==> src/rtl/x_delay_line_ctrl.sv <==
// Delay-line TDC sequencer: launches edges, samples resolved taps, averages tap counts.
// Latency: p_avg * (1 + p_sync+1 + >=p_settle) cycles from i_start to o_valid.
// Backpressure: result held stable in OUT until i_ready; i_start ignored while busy.
module x_delay_line_ctrl #(
    parameter int p_cells    = 64,
    parameter int p_sync     = 4,
    parameter int p_avg_log2 = 2,
    parameter int p_settle   = 8
) (
    input  logic                           i_clk,
    input  logic                           i_nrst,
    input  logic                           i_start,
    output logic                           o_busy,
    output logic                           o_launch,
    input  logic [p_cells-1:0]             i_q,
    output logic [$clog2(p_cells+1)-1:0]   o_data,
    output logic                           o_err,
    output logic                           o_valid,
    input  logic                           i_ready
);

    localparam int CW    = $clog2(p_cells + 1);
    localparam int AW    = CW + p_avg_log2;
    localparam int SW    = p_avg_log2 + 1;
    localparam int P_AVG = 1 << p_avg_log2;
    localparam int WW    = $clog2(p_sync + 1) + 1;
    localparam int SCW   = (p_settle > 256) ? $clog2(p_settle + 1) : 9;
    // Last SETTLE cycle index after which the chain is given up on.
    localparam int TMO   = 255;
    localparam int SMIN  = (p_settle > 0) ? p_settle - 1 : 0;

    typedef enum logic [2:0] {
        ST_IDLE,
        ST_LAUNCH,
        ST_WAIT,
        ST_SETTLE,
        ST_OUT
    } state_t;

    state_t state;
    state_t state_nxt;

    logic [WW-1:0]  wait_cnt;
    logic [SCW-1:0] settle_cnt;
    logic [SW-1:0]  samp_cnt;
    logic [AW-1:0]  acc;
    logic           err_flag;

    logic [CW-1:0]  run_cnt;
    logic           hole;
    logic           bubble;
    logic           saturated;
    logic           sample_bad;
    logic           q_nonzero;
    logic           settle_min;
    logic           settle_tmo;
    logic           settle_done;
    logic           all_taken;
    logic           capture;
    logic           settle_exit;
    logic           meas_start;
    logic           transfer;

    // Thermometer decode: length of the run of ones from tap 0, plus bubble detect.
    always_comb begin
        run_cnt = '0;
        hole    = 1'b0;
        bubble  = 1'b0;
        for (int i = 0; i < p_cells; i++) begin
            if (!i_q[i]) begin
                hole = 1'b1;
            end else if (hole) begin
                bubble = 1'b1;
            end else begin
                run_cnt = CW'(i + 1);
            end
        end
    end

    assign saturated   = &i_q;
    assign sample_bad  = bubble | saturated;
    assign q_nonzero   = |i_q;
    assign settle_min  = (settle_cnt >= SCW'(SMIN));
    assign settle_tmo  = (settle_cnt >= SCW'(TMO));
    // Leave SETTLE once the chain has drained, or give up when it never does.
    assign settle_done = settle_min & (~q_nonzero | settle_tmo);
    assign all_taken   = (samp_cnt >= SW'(P_AVG));
    assign meas_start  = (state == ST_IDLE) & i_start;
    assign transfer    = (state == ST_OUT) & i_ready;
    assign o_busy      = (state != ST_IDLE);

    // State register.
    always_ff @(posedge i_clk or negedge i_nrst) begin
        if (!i_nrst) begin
            state <= ST_IDLE;
        end else begin
            state <= state_nxt;
        end
    end

    // Next-state decode and per-cycle strobes.
    always_comb begin
        state_nxt   = state;
        capture     = 1'b0;
        settle_exit = 1'b0;
        case (state)
            ST_IDLE: begin
                if (i_start) begin
                    state_nxt = ST_LAUNCH;
                end
            end
            ST_LAUNCH: begin
                state_nxt = ST_WAIT;
            end
            ST_WAIT: begin
                if (wait_cnt == WW'(p_sync)) begin
                    capture   = 1'b1;
                    state_nxt = ST_SETTLE;
                end
            end
            ST_SETTLE: begin
                if (settle_done) begin
                    settle_exit = 1'b1;
                    state_nxt   = all_taken ? ST_OUT : ST_LAUNCH;
                end
            end
            ST_OUT: begin
                if (i_ready) begin
                    state_nxt = ST_IDLE;
                end
            end
            default: begin
                state_nxt = ST_IDLE;
            end
        endcase
    end

    // Launch edge: rises leaving LAUNCH, held through WAIT, dropped at the capture edge.
    always_ff @(posedge i_clk or negedge i_nrst) begin
        if (!i_nrst) begin
            o_launch <= 1'b0;
        end else begin
            o_launch <= (state == ST_LAUNCH) | ((state == ST_WAIT) & ~capture);
        end
    end

    // Counts edges since launch so the capture lands p_sync+1 edges after it.
    always_ff @(posedge i_clk or negedge i_nrst) begin
        if (!i_nrst) begin
            wait_cnt <= '0;
        end else if (state == ST_LAUNCH) begin
            wait_cnt <= '0;
        end else if (state == ST_WAIT) begin
            wait_cnt <= wait_cnt + 1'b1;
        end
    end

    // Counts cycles spent in SETTLE; bounded by the timeout so it cannot wrap.
    always_ff @(posedge i_clk or negedge i_nrst) begin
        if (!i_nrst) begin
            settle_cnt <= '0;
        end else if (capture) begin
            settle_cnt <= '0;
        end else if (state == ST_SETTLE) begin
            settle_cnt <= settle_cnt + 1'b1;
        end
    end

    // Per-measurement accumulator, sample count and sticky error flag.
    always_ff @(posedge i_clk or negedge i_nrst) begin
        if (!i_nrst) begin
            acc      <= '0;
            samp_cnt <= '0;
            err_flag <= 1'b0;
        end else if (meas_start) begin
            acc      <= '0;
            samp_cnt <= '0;
            err_flag <= 1'b0;
        end else if (capture) begin
            acc      <= acc + AW'(run_cnt);
            samp_cnt <= samp_cnt + 1'b1;
            err_flag <= err_flag | sample_bad;
        end else if (settle_exit) begin
            err_flag <= err_flag | q_nonzero;
        end
    end

    // Result registers: loaded entering OUT, held until the next result.
    always_ff @(posedge i_clk or negedge i_nrst) begin
        if (!i_nrst) begin
            o_data <= '0;
            o_err  <= 1'b0;
        end else if (settle_exit && all_taken) begin
            o_data <= acc[AW-1:p_avg_log2];
            o_err  <= err_flag | q_nonzero;
        end
    end

    // Valid rises with the result and falls on the edge after the transfer.
    always_ff @(posedge i_clk or negedge i_nrst) begin
        if (!i_nrst) begin
            o_valid <= 1'b0;
        end else if (settle_exit && all_taken) begin
            o_valid <= 1'b1;
        end else if (transfer) begin
            o_valid <= 1'b0;
        end
    end

endmodule

==> config.mk <==
export PLATFORM = sky130hd
export DESIGN_NAME = x_delay_line_ctrl
export DESIGN_NICKNAME = d
export VERILOG_FILES = /design/src/rtl/x_delay_line_ctrl.sv
export SDC_FILE = /design/constraint.sdc
export NUM_CORES = 1
export LEC_CHECK = 0
export CORE_MARGIN = 5
export CORE_UTILIZATION = 35
export CTS_CLUSTER_DIAMETER = 60
export CTS_CLUSTER_SIZE = 25
export DETAILED_ROUTE_END_ITERATION = 10
export GPL_ROUTABILITY_DRIVEN = 0
export HOLD_SLACK_MARGIN = 0.08
export SLEW_MARGIN = 25
export SYNTH_ARGS = -nofsm -noshare
export SYNTH_HDL_FRONTEND = slang
export SYNTH_SLANG_ARGS = --single-unit
==> constraint.sdc <==
create_clock -name i_clk -period 2.1 [get_ports i_clk]
set_clock_uncertainty 0.05 [all_clocks]
set_input_delay 0.21 -clock i_clk [delete_from_list [all_inputs] [get_ports i_clk]]
set_output_delay 0.21 -clock i_clk [all_outputs]
set_load 0.005 [all_outputs]
* After elaboration in Yosys (flattened, before gate mapping)
Cells that the tools add are included.
** Cells by class
- Bitwise operators :: 11
- Add/sub/neg operators :: 4
- Equal/unequal tests :: 9
- Muxes and demuxes :: 338
- $lt $le $gt $ge :: 3
- Reductions and logical operators :: 11
** Operators with widths (count)
- 7-bit two-way mux :: 125
- 1-bit two-way mux :: 198
- 64-bit AND reduction :: 1
- 64-bit OR reduction :: 1
- 9-bit two-way mux :: 4
- 3-bit two-way mux :: 7
- 3-bit one-hot mux with 5 select lines :: 1
- 9-bit by 1-bit adder with 9-bit output, second input constant :: 1
- 9-bit by 7-bit adder with 9-bit output :: 1
- 9-bit by 3-bit >= comparator with 1-bit output, second input constant :: 1
- 9-bit by 8-bit >= comparator with 1-bit output, second input constant :: 1
- 4-bit two-way mux :: 2
- 2-bit inequality test, second input constant :: 4
- 2-bit nonzero test :: 4
- 3-bit by 2-bit == test with 1-bit output, second input constant :: 2
- 3-bit nonzero test :: 2
- 1-bit bitwise OR :: 5
- 4-bit by 1-bit adder with 4-bit output, second input constant :: 1
- 1-bit bitwise AND :: 4
- 4-bit by 3-bit == test with 1-bit output, second input constant :: 1
- 4-bit AND reduction :: 1
- 3-bit by 1-bit adder with 3-bit output, second input constant :: 1
- 3-bit by 1-bit == test with 1-bit output, second input constant :: 1
- 3-bit == test, second input constant :: 1
- 5 further kinds :: 6
** Word-level totals
- Logic and storage cells :: 386
- Register bits :: 39
- Input bits :: 68
- Output and inout port bits :: 11

* Longest topological paths before layout
- Depth after elaboration :: 130
- Depth in mapped cells :: 19
- Gate-level depth less buffers :: 19

* Worst setup path after synthesis
OpenSTA, ideal clock, no wires.
- Path type :: input to register
- Start point :: input port i_q[16]
- End point :: register acc[8]
- Data arrival time :: 3.315 ns
- Setup slack :: -1.385 ns
- Setup time :: 0.120 ns
- Buffers on the path :: 0
- Cell stages on the path :: 18
- Data required time :: 1.930 ns
- Path through :: nand4_1 > nor4_4 > nand4_4 > nor2_1 > a22o_1 > o21ai_0 > mux2i_1 > ha_1 > inv_1 > fa_1 > nor2b_1 > o21ai_0 > a21boi_0 > o21ai_0 > a21oi_1 > o211ai_1 > xor2_1 > nor2_1
** On the way
- Word-level cells in the longest chain between the ends :: 98
- Elaborated cells on any way between the ends :: 145
- Classes of those cells :: 1 x add/sub; 144 x mux
** RTL lines
- from (decl) :: RTL line 15 : input logic [p_cells-1:0] i_q,
- 7-bit two-way mux or 1-bit two-way mux (tied branches) :: RTL line 70 : if (!i_q[i]) begin
- 7-bit two-way mux :: RTL line 72 : end else if (hole) begin
- 7-bit two-way mux :: RTL line 70
- 7-bit two-way mux :: RTL line 72
- 7-bit two-way mux :: RTL line 70
- 7-bit two-way mux :: RTL line 72
- 7-bit two-way mux :: RTL line 70
- 7-bit two-way mux :: RTL line 72
- (+82 left out)
- 7-bit two-way mux :: RTL line 70
- 7-bit two-way mux :: RTL line 72
- 7-bit two-way mux :: RTL line 70
- 7-bit two-way mux :: RTL line 72
- 7-bit two-way mux * :: RTL line 70
- 9-bit by 7-bit adder with 9-bit output * :: RTL line 180 : acc <= acc + AW'(run_cnt);
- 9-bit two-way mux * :: RTL line 179 : end else if (capture) begin
- 9-bit two-way mux * :: RTL line 175 : end else if (meas_start) begin
- to (signal assigned) :: RTL line 180
- to (decl) :: RTL line 46 : logic [AW-1:0] acc;
Mark *: on every way between the ends. The rest lies on a longest branch, timed or not. The select of a mux whose other input is x is not followed.
A chain may end at the register's enable or synchronous reset.

* Worst setup path after layout
- Start point :: input port i_q[40]
- End point :: register acc[8]
** On the way
- Word-level cells in the longest chain between the ends :: 50
- Elaborated cells on any way between the ends :: 73
- Classes of those cells :: 1 x add/sub; 72 x mux
** RTL lines (RTL line)
- 7-bit two-way mux or 1-bit two-way mux (tied branches) :: 70
- 7-bit two-way mux :: 72
- 7-bit two-way mux :: 70
- 7-bit two-way mux :: 72
- 7-bit two-way mux :: 70
- 7-bit two-way mux :: 72
- 7-bit two-way mux :: 70
- 7-bit two-way mux :: 72
- (+34 left out)
- 7-bit two-way mux :: 70
- 7-bit two-way mux :: 72
- 7-bit two-way mux :: 70
- 7-bit two-way mux :: 72
- 7-bit two-way mux * :: 70
- 9-bit by 7-bit adder with 9-bit output * :: 180
- 9-bit two-way mux * :: 179
- 9-bit two-way mux * :: 175
Marked as above.

==> flow_summary.json <==
{
  "status": "finished, violations left",
  "violations": "setup timing",
  "synth.ff_latch_count": 39,
  "p_leak_nw": 3.044,
  "netlist_area_um2": 3552,
  "core_area_um2": 9819,
  "grt_antenna_before_repair": 0,
  "comb_power_share_pct": 51.3,
  "grt_max_degree": 23,
  "vias": 4694,
  "postSynthAreaPerCell_um2": 7.416,
  "synth.distinct_cells": 61,
  "cts_buffers": 5,
  "end_kind": "register",
  "async_flop_share_pct": 100.0,
  "yosys-top-cells-area": "dfrtp_1, nor2_1, nand2_1",
  "pwr-share-clk_pct": 15.0,
  "p_sw_w": 0.001285,
  "start_util_pct": 36.17,
  "final_area_um2": 6589,
  "r2r_setup_slack_ns": -0.01,
  "finalPower_w": 0.003305,
  "routed_wl_um": 13790,
  "drc": 0,
  "layout-drive-gt1-share_pct": 47.11,
  "clock-sinks": 39,
  "yosysSeqAreaShare_pct": 27.47,
  "p_seq_share_pct": 33.7,
  "maxClockFrequency_mhz": 320.5,
  "drv_cap": 0,
  "crit_start": "i_q[40]",
  "hold_class": "in -> async",
  "rows": 36,
  "clk_pin_slew_ns": 0.08,
  "powerDensity_nw_per_um2": 501.6,
  "grtUsageTotal_pct": 20.88,
  "syn_inst": 479,
  "fp.dieH_um": 110.7,
  "slew_headroom_pct": 65.93,
  "finalSetupViolCount": 15,
  "finalCritPeriodShare_pct": 148.6,
  "crit_type": "in -> reg",
  "tightest_slew_ns": 0.5110,
  "wl_per_cell_um": 15.74,
  "synthFlopType": "dfrtp_1",
  "dp_cells": 833,
  "via_per_inst": 5.358,
  "layout.nets": 825,
  "die_w_um": 110.7,
  "finalNonFillerCells": 876,
  "clk_latency_ns": 0.29,
  "ys_warn_count": 0,
  "cpPeakStageDelay_ns": 0.39,
  "overflow": 0,
  "cp-start-kind": "primary input",
  "critPathArrivalTime_ns": 3.24,
  "hpwl_um": 10340,
  "diodes": 0,
  "grt_setup_unrepaired": "true",
  "internal-power_w": 0.002020,
  "synth_top_area_cell": "dfrtp_1",
  "postPlaceCellArea_um2": 5657,
  "synth-edff-count": 0,
  "cp_max_fo": 6,
  "syn_nets": 562,
  "post-synth-top-area-fraction_pct": 27.47,
  "io_buffers": 78,
  "ant_nets": 0,
  "cts-root-buf": "clkbuf_8",
  "pin_count": 79,
  "worst_slack_ns": -1.020,
  "period_needed_ns": 3.120,
  "area_delta_synth_final_pct": 85.49,
  "grt_first_pass_wirelength_um": 22050,
  "dieArea_um2": 12260,
  "cp.required_ns": 2.22,
  "htreeDepth": 2,
  "cts_buffer_depth": 2,
  "first_iter_violations": 221,
  "final_hold_viol_count": 0,
  "crit_chain": "dlygate4sd2_1 -> inv_1 -> o21ai_0 -> a31oi_2 -> or3_4 -> a21oi_2 -> o21ai_1 -> mux2i_1 -> ha_2 -> inv_2 -> fa_2 -> nor2b_2 -> o21ai_2 -> a21boi_2 -> o21ai_2 -> a21oi_2 -> o211ai_1 -> xor2_1 -> nor2_1",
  "maxSlewViolCount": 0,
  "cts_tree": "yes",
  "grt_pass1_vias": 4764,
  "ir_drop_mv": 0.3671,
  "slowest_stage": "or3_4",
  "dr.pass1.iters": 4,
  "swShare_pct": 38.89,
  "r2r-start": "settle_cnt[5]$_DFFE_PN0P_"
}
Yosys cell counts (5+ instances only):
| library cell | instances |
|---|---|
| a211oi_1 | 6 |
| a21oi_1 | 30 |
| a31oi_1 | 8 |
| and2_1 | 8 |
| clkbuf_1 | 8 |
| dfrtp_1 | 39 |
| ha_1 | 14 |
| inv_1 | 29 |
| mux2_2 | 5 |
| mux2i_1 | 5 |
| nand2_1 | 56 |
| nand2b_1 | 5 |
| nand3_1 | 35 |
| nand4_1 | 16 |
| nor2_1 | 57 |
| nor3_1 | 14 |
| nor4_1 | 13 |
| o21ai_0 | 41 |
| o31ai_1 | 7 |
| or3_1 | 5 |
| xor2_1 | 7 |
through the flow:
step	worst slack (ns)	setup TNS [ns]	hold slack (ns)	utilization, %
after floorplan	-1.122	-6.212	-0.1356	-
after global placement	-1.724	-23.21	0.1387	57.61
after detailed placement	-1.877	-24.49	0.1571	57.61
after CTS	-1.124	-7.977	0.3802	62.41
after global routing	-1.306	-8.480	0.4326	67.10
final	-1.020	-5.958	0.3723	67.10
path summary, 6_finish.rpt:
kind / endpoint / cells after the start
setup / recovery: acc[8]$_DFFE_PN0P_ / 19
hold / removal: err_flag$_DFFE_PN0P_ / 2
setup reg to reg: o_data[5]$_DFFE_PN0P_ / 6
hold reg to reg: o_valid$_DFFE_PN0P_ / 2
max in group asynchronous: settle_cnt[5]$_DFFE_PN0P_ / 3
min in group i_clk: o_valid$_DFFE_PN0P_ / 2
power by group through the flow:
stage	clock [W]	sequential [W]	combinational, W
floorplan	0	0.00108	0.000756
global placement	0	0.00110	0.00140
detailed placement	0	0.00111	0.00147
CTS	0.000505	0.00110	0.00153
global route	0.000540	0.00114	0.00189
finish	0.000497	0.00111	0.00170
metal layers:
metal  up-vias  track usage (%)  share of wire, %  routed length, um
li1       2283                -                 -                  -
met1      2275            26.88                43               5975
met2       113            36.85                51               7044
met3        23            2.784               3.6                494
met4         0            5.172               2.0                270
met5         -                0                 0                  0
layout make-up:
class                      instances  area [um2]
multi-input combinational        400        3077
sequential                        39       975.9
timing repair buffer             266        2170
clock inverter                     2       12.51
clock buffer                       6       72.57
tap                              133       166.4
fill                             835        3231
inverter                          30       115.1
registers in the layout, summed over array words and instances (netlist names):
| signal | count |
|---|---|
| acc | 9 |
| err_flag | 1 |
| o_data | 7 |
| o_err | 1 |
| o_launch | 1 |
| o_valid | 1 |
| samp_cnt | 3 |
| settle_cnt | 9 |
| state | 3 |
| wait_cnt | 4 |
cell usage in the layout, fill, tap and decap left out, drive strengths merged, types with 3 or more instances in the layout:
cell type | Yosys | routed
mux2i | 5 | 5
a21o | 3 | 3
nor4 | 15 | 15
a21oi | 30 | 30
ha | 14 | 14
nor2b | 4 | 4
dlygate4sd2 | 0 | 16
o31ai | 7 | 7
clkdlybuf4s15 | 0 | 4
nand3 | 36 | 36
and3 | 4 | 4
dlymetal6s2s | 0 | 9
inv | 29 | 29
nor3 | 17 | 17
clkbuf | 8 | 20
clkdlybuf4s50 | 0 | 14
nand2 | 56 | 56
nand4 | 18 | 18
a211oi | 6 | 6
or3 | 5 | 5
or2 | 5 | 5
and2 | 8 | 8
dfrtp | 39 | 39
xor2 | 7 | 7
mux2 | 7 | 7
nand2b | 5 | 5
and4 | 3 | 3
a21boi | 5 | 5
or4 | 3 | 3
buf | 2 | 208
a31oi | 8 | 8
o21ai | 43 | 43
nor2 | 57 | 57
timing repair:
item,4_1_cts,5_1_grt
resized for setup,195,131
hold buffers,1,0
endpoints found under the hold margin,20,0
pin swaps,69,91
setup endpoints to repair,22,21
buffers inserted,22,19
cell families (layout without fill, tap and decap cells):
group                    Yosys count  count (layout)  synth area share [%]
buffers and inverters             40             304                 4.262
AND/OR/NAND/NOR                  239             239                 35.15
AO/OA/AOI/OAI                    125             125                 21.77
XOR/XNOR                           9               9                 2.219
flip-flops                        39              39                 27.47
adder cells (fa/ha/maj)           15              15                 5.495
multiplexers                      12              12                 3.628
critical path, delay by kind of cell:
kind / cells / cell delay (ns)
adder cells (fa/ha/maj): 2 / 0.60
XOR/XNOR: 1 / 0.15
AND/OR/NAND/NOR: 3 / 0.57
multiplexers: 1 / 0.15
AO/OA/AOI/OAI: 9 / 1.12
buffers and inverters: 3 / 0.43
No activity file was read; power rests on OpenSTA's default activity.
